===== src/rtl/rmii_tx_framer.sv =====
// rmii_tx_framer
// Final transmit stage of the Ethernet TX path. Accepts the LSB-first dibit
// stream from the bit-reordering stage, prepends preamble + SFD, drives the
// RMII transmit pins and enforces the inter-packet gap. A dibit FIFO soaks up
// the incoming frame while the 32-dibit preamble is sent, because upstream
// cannot be stalled.
//
// Parameters:
//   FIFO_DEPTH  dibit FIFO entries (power of two, >= 33)
//   IPG_DIBITS  idle cycles after each frame (>= 2)
// Ports:
//   clk         RMII reference clock, one dibit per cycle
//   rst         synchronous active-high reset
//   axiiv       input dibit valid, contiguous for one frame
//   axiid       input dibit, LSB-first within each byte
//   eth_txen    RMII transmit enable
//   eth_txd     RMII transmit dibit
//   busy        high whenever the framer is not idle (registered, one cycle late)
//   frame_done  one-cycle pulse on the last IPG cycle
//   drop        one-cycle pulse when an input frame start is rejected
//   overflow    sticky FIFO overflow flag, cleared only by rst
module rmii_tx_framer #(
  parameter int FIFO_DEPTH = 64,
  parameter int IPG_DIBITS = 48
) (
  input  logic       clk,
  input  logic       rst,
  input  logic       axiiv,
  input  logic [1:0] axiid,
  output logic       eth_txen,
  output logic [1:0] eth_txd,
  output logic       busy,
  output logic       frame_done,
  output logic       drop,
  output logic       overflow
);

  localparam int AW = $clog2(FIFO_DEPTH);
  localparam int IW = (IPG_DIBITS > 1) ? $clog2(IPG_DIBITS) : 1;
  localparam logic [AW:0] PTR_ONE = 1;

  typedef enum logic [1:0] {IDLE, PREAMBLE, DATA, IPG} state_t;

  state_t        state_q;
  logic [4:0]    preCnt_q;
  logic [IW-1:0] ipgCnt_q;
  logic          ended_q;
  logic          armed_q;

  logic [1:0]    mem_q [FIFO_DEPTH];
  logic [AW:0]   wrPtr_q, wrPtr_d;
  logic [AW:0]   rdPtr_q, rdPtr_d;

  logic fifoEmpty, fifoFull;
  logic startFrame, capture, wrReq, wrEn, rdEn, reject, inFrame;
  logic [1:0] rdData;

  // Extra pointer MSB distinguishes full from empty when the indices match.
  assign fifoEmpty = (wrPtr_q == rdPtr_q);
  assign fifoFull  = (wrPtr_q[AW] != rdPtr_q[AW]) &&
                     (wrPtr_q[AW-1:0] == rdPtr_q[AW-1:0]);
  assign rdData    = mem_q[rdPtr_q[AW-1:0]];

  // Write/read decisions for this cycle. A start is only honoured while armed,
  // so the tail of a rejected or reset-interrupted frame cannot look like a
  // new frame. Rejection is gated by armed_q so one burst pulses drop once.
  always_comb begin
    inFrame    = (state_q == PREAMBLE) || (state_q == DATA);
    startFrame = (state_q == IDLE) && axiiv && armed_q;
    capture    = inFrame && !ended_q && axiiv;
    wrReq      = startFrame || capture;
    wrEn       = wrReq && !fifoFull;
    rdEn       = (state_q == DATA) && !fifoEmpty;
    reject     = axiiv && armed_q &&
                 ((inFrame && ended_q) || (state_q == IPG));
    wrPtr_d    = wrEn ? wrPtr_q + PTR_ONE : wrPtr_q;
    rdPtr_d    = rdEn ? rdPtr_q + PTR_ONE : rdPtr_q;
  end

  // FIFO storage has no reset; a flush is done by clearing the pointers.
  always_ff @(posedge clk) begin
    if (wrEn) begin
      mem_q[wrPtr_q[AW-1:0]] <= axiid;
    end
  end

  // Framer FSM with registered outputs. busy follows the state one cycle late
  // so it rises with the first preamble dibit and falls after frame_done.
  always_ff @(posedge clk) begin
    if (rst) begin
      state_q    <= IDLE;
      preCnt_q   <= '0;
      ipgCnt_q   <= '0;
      ended_q    <= 1'b0;
      armed_q    <= 1'b0;
      wrPtr_q    <= '0;
      rdPtr_q    <= '0;
      eth_txen   <= 1'b0;
      eth_txd    <= 2'b00;
      busy       <= 1'b0;
      frame_done <= 1'b0;
      drop       <= 1'b0;
      overflow   <= 1'b0;
    end else begin
      wrPtr_q    <= wrPtr_d;
      rdPtr_q    <= rdPtr_d;
      frame_done <= 1'b0;
      drop       <= reject;
      busy       <= (state_q != IDLE);

      if (wrReq && fifoFull) begin
        overflow <= 1'b1;
      end

      if (reject) begin
        armed_q <= 1'b0;
      end else if (!axiiv) begin
        armed_q <= 1'b1;
      end

      if (inFrame && !axiiv) begin
        ended_q <= 1'b1;
      end

      case (state_q)
        IDLE: begin
          ended_q  <= 1'b0;
          eth_txen <= 1'b0;
          eth_txd  <= 2'b00;
          if (startFrame) begin
            preCnt_q <= '0;
            state_q  <= PREAMBLE;
          end
        end

        // 31 dibits of 01 then a single 11 forms 7x 0x55 followed by 0xD5.
        PREAMBLE: begin
          eth_txen <= 1'b1;
          if (preCnt_q == 5'd31) begin
            eth_txd <= 2'b11;
            state_q <= DATA;
          end else begin
            eth_txd  <= 2'b01;
            preCnt_q <= preCnt_q + 5'd1;
          end
        end

        // An empty FIFO before the input has ended can only happen with a
        // gapped upstream stream; keep txen up and send zeros meanwhile.
        DATA: begin
          if (!fifoEmpty) begin
            eth_txen <= 1'b1;
            eth_txd  <= rdData;
          end else if (ended_q) begin
            eth_txen <= 1'b0;
            eth_txd  <= 2'b00;
            ipgCnt_q <= IW'(1);
            state_q  <= IPG;
          end else begin
            eth_txen <= 1'b1;
            eth_txd  <= 2'b00;
          end
        end

        // The DATA exit cycle is the first gap cycle, so counting starts at 1.
        IPG: begin
          eth_txen <= 1'b0;
          eth_txd  <= 2'b00;
          if (ipgCnt_q == IW'(IPG_DIBITS - 1)) begin
            frame_done <= 1'b1;
            state_q    <= IDLE;
          end else begin
            ipgCnt_q <= ipgCnt_q + IW'(1);
          end
        end

        default: state_q <= IDLE;
      endcase
    end
  end

endmodule


===== config.mk =====
export PLATFORM = sky130hd
export DESIGN_NAME = rmii_tx_framer
export DESIGN_NICKNAME = d
export VERILOG_FILES = /design/src/rtl/rmii_tx_framer.sv
export SDC_FILE = /design/constraint.sdc
export NUM_CORES = 1
export LEC_CHECK = 0
export CAP_MARGIN = 10
export CORE_ASPECT_RATIO = 1.2
export CORE_UTILIZATION = 55
export DETAILED_ROUTE_END_ITERATION = 7
export DONT_BUFFER_PORTS = 1
export MAX_ROUTING_LAYER = met4
export PLACE_DENSITY = 0.72
export SETUP_SLACK_MARGIN = 0.2
export SYNTH_ARGS = -nofsm -noshare
export SYNTH_HDL_FRONTEND = slang
export SYNTH_SLANG_ARGS = --single-unit

===== constraint.sdc =====
create_clock -name clk -period 3.1 [get_ports clk]
set_input_delay 0.31 -clock clk [delete_from_list [all_inputs] [get_ports clk]]
set_output_delay 0.31 -clock clk [all_outputs]
set_load 0.02 [all_outputs]

==> impl_results.md <==
- Post-synth ARST share: 0%
- H-tree depth: 4
- Gate Count Post-Synth: ~530
- Vias per inst: 6.207
- DRT antenna net count: 0
- Status: completed
- Final period utilization: 87.67%
- Power per cell area: 643.9 nW/µm²
- Int Pwr: between 3 and 4 mW
- Die Ht: between 100 and 150 µm
- WP data required: approximately 3200 ps
- Horiz. Die Dim: ~110 µm
- Total negative slack: 0 ps
- Die area: roughly 14000 µm²
- Fin. max-slew vios: 0
- Gate power share: a little over a tenth
- Post-synth EDFFs: between 100 and 150
- Starting Density: between 50 and 60%
- Worst hold slack: roughly 12 ps
- Boundary Pins: 12
- Nature of the critical path startpoint: register
- Num CTS Buffers: 17
- Post-Place Cells: slightly below 700
- Final Critical Period: about 2700 ps
- Post-DP HPWL: about 10 mm
- Worst skew pair latency: between 400 and 500 ps
- Via count: about 4400
- Fraction of layout cells with a size suffix above 1: between 15 and 20%
- FILL cells: 956
- Synth Area per Inst: approximately 14 µm²
- RD Place Congestion: 0.8390
- Post-Syn Area: about 7400 µm²
- Number of global-route vias before repair: 4533
- Seq pwr share: a little under 50%
- First-pass GRT wire length: between 20 and 25 mm
- Yosys Warn Count: 0
- Final hold vios: 0
- CP delay by family, top: simple AND/OR/NAND/NOR gates
- Synth Flop Type: edfxtp_1
- Sw Pwr: 1.286 mW
- Max VDD drop: between 0.4 and 0.5 mV
- Final total power: approximately 5.3 mW
- Clk slew on worst S/H paths: roughly 60 ps
- Drt first pass iters: 5
- Register area share after synthesis: between 60% and 70%
- Clock Path Buffers: 2
- Slowest CP cell: nand4bb_1
- Sw Ratio: about a quarter
- Rel. slew slack: 27.09%
- Critical path class: reg -> reg
- DRC viols: 0
- Row Count: 45
- Setup crit end kind: register
- Ant. Diodes: 0
- Post-layout nets: around 550
- Fmax: 368.0 MHz
- Post-layout util: between 60% and 70%
- Post-Syn Nets: 541
- Final WL: around 16 mm
- Max_cap viols: 0
- DRT iter0 DRCs: 434
- Overflow after GRT: 0
- Library cells used by synthesis: 56
- Antenna violations before repair: 0
- Critical path buffer and inverter count: 2
- RSZ-0062 raised after global routing: false
- CTS tree: yes
- Port bufs: 0
- Overall routing resource usage: 25.57%
- Clk sink count: 170
- CP max FO: 8
- Commonest non-fill, non-tap cell in the layout: edfxtp_1
- Worst Skew: around 12 ps
- Static Leak: approximately 2.6 nW
- Fin cells: between 700 and 800
- Power share of the clock group: 40.5%
- Largest net degree at the start of global routing: 65
- Critical Path Max Stage Delay: approximately 420 ps
- CTS Root Cell: clkbuf_16
- Data arrival time of the worst path: around 2800 ps
- Worst path cell trace: inv_1 > ha_1 > nor2b_1 > o21a_1 > a21boi_2 > buf_4 > nand4bb_1 > nor2_1
- Core area: about 13000 µm²
- Syn-to-layout area delta: 11.00%
- Final-report setup violation count: 0
- DR WL/cell: around 22 µm
- R2R Setup Slk: ~380 ps
- Synth Register Bits: 170
- Worst-margin pin slew: approximately 1100 ps
- Worst min-delay path class: in -> reg
- Commonest cells after routing, fill and taps aside: edfxtp_1 (128), nor2_1 (88), dfxtp_1 (41)
## metal layers
layer  wire length [µm]  GRT usage, %  vias to the layer above
li1                   -             -                     2006
met1               6417         31.02                     2208
met2               7948         41.86                      154
met3                813         5.319                       39
met4                512         10.31                        0
met5                  0             -                        -
## synth_stat cells (6+ instances only)
master | count | area [µm²]
mux2i_1 | 12 | 120.1
o211ai_1 | 6 | 45.04
edfxtp_1 | 128 | 3844
xor2_1 | 8 | 70.07
xnor2_1 | 12 | 105.1
inv_1 | 15 | 56.30
nand4_1 | 6 | 37.54
mux4_2 | 31 | 698.2
nand2_1 | 18 | 67.56
nand3_1 | 17 | 85.08
buf_2 | 6 | 30.03
dfxtp_1 | 42 | 840.8
buf_4 | 7 | 52.55
ha_1 | 10 | 125.1
a21oi_1 | 19 | 95.09
nor2_1 | 88 | 330.3
nand3b_1 | 7 | 52.55
clkbuf_1 | 11 | 41.29
## cell type report
class	instances	area, µm²	share of cell area, %
multi-input combinational	312	2465	30.13
clock buffer	17	425.4	5.200
timing repair buffer	17	170.2	2.080
sequential	170	4686	57.27
inverter	15	56.30	0.6882
tap	164	205.2	2.508
clock inverter	15	173.9	2.126
## metrics by stage
step,instance area (µm²),setup WS (ps)
2_1_floorplan,7371,943.0
3_3_place_gp,7502,562.8
3_5_place_dp,7502,456.8
4_1_cts,8167,430.6
5_1_grt,8182,217.9
6_report,8182,382.2
## power by group through the flow
stage                     logic (mW)  clock network (mW)  registers [mW]
after global placement         0.491                   0            2.63
after global routing           0.602                2.24            2.59
after CTS                      0.547                2.15            2.58
final                          0.550                2.13            2.58
after detailed placement       0.504                   0            2.63
after floorplan                0.421                   0            2.60
## flip-flops by register name, summed over array words and instances, names as in the netlist, named ones only
signal	flops
armed_q	1
busy	1
drop	1
ended_q	1
eth_txd	2
eth_txen	1
frame_done	1
ipgCnt_q	6
mem_q	128
overflow	1
preCnt_q	5
rdPtr_q	7
state_q	2
wrPtr_q	7
## timing repair
item	in CTS	in global routing
hold endpoints to repair	160	0
setup endpoints to repair	0	2
gates resized for setup	0	0
buffers inserted	0	2
hold buffers	3	0
## worst paths after layout
kind,to,depth (start not counted),startpoint
worst max-delay path,mem_q[42][0]$_DFFE_PP_,8,state_q[0]$_SDFFE_PP0P_
worst min-delay path,eth_txd[0]$_SDFF_PP0_,1,rst
worst max register to register,mem_q[42][0]$_DFFE_PP_,8,state_q[0]$_SDFFE_PP0P_
worst min register to register,ipgCnt_q[3]$_SDFFE_PP0P_,2,ipgCnt_q[3]$_SDFFE_PP0P_
## cell families (layout without fill, tap and decap cells)
kind of cell / after synthesis / count (layout) / synth area share, %
AND/OR/NAND/NOR: 174 / 174 / 11.51
flip-flops: 170 / 170 / 63.55
multiplexers: 48 / 48 / 11.87
XOR/XNOR: 20 / 20 / 2.377
adder cells (fa/ha/maj): 10 / 10 / 1.698
AO/OA/AOI/OAI: 60 / 60 / 5.992
buffers and inverters: 44 / 64 / 3.005
Note: power is estimated with default switching activity, not from simulation.
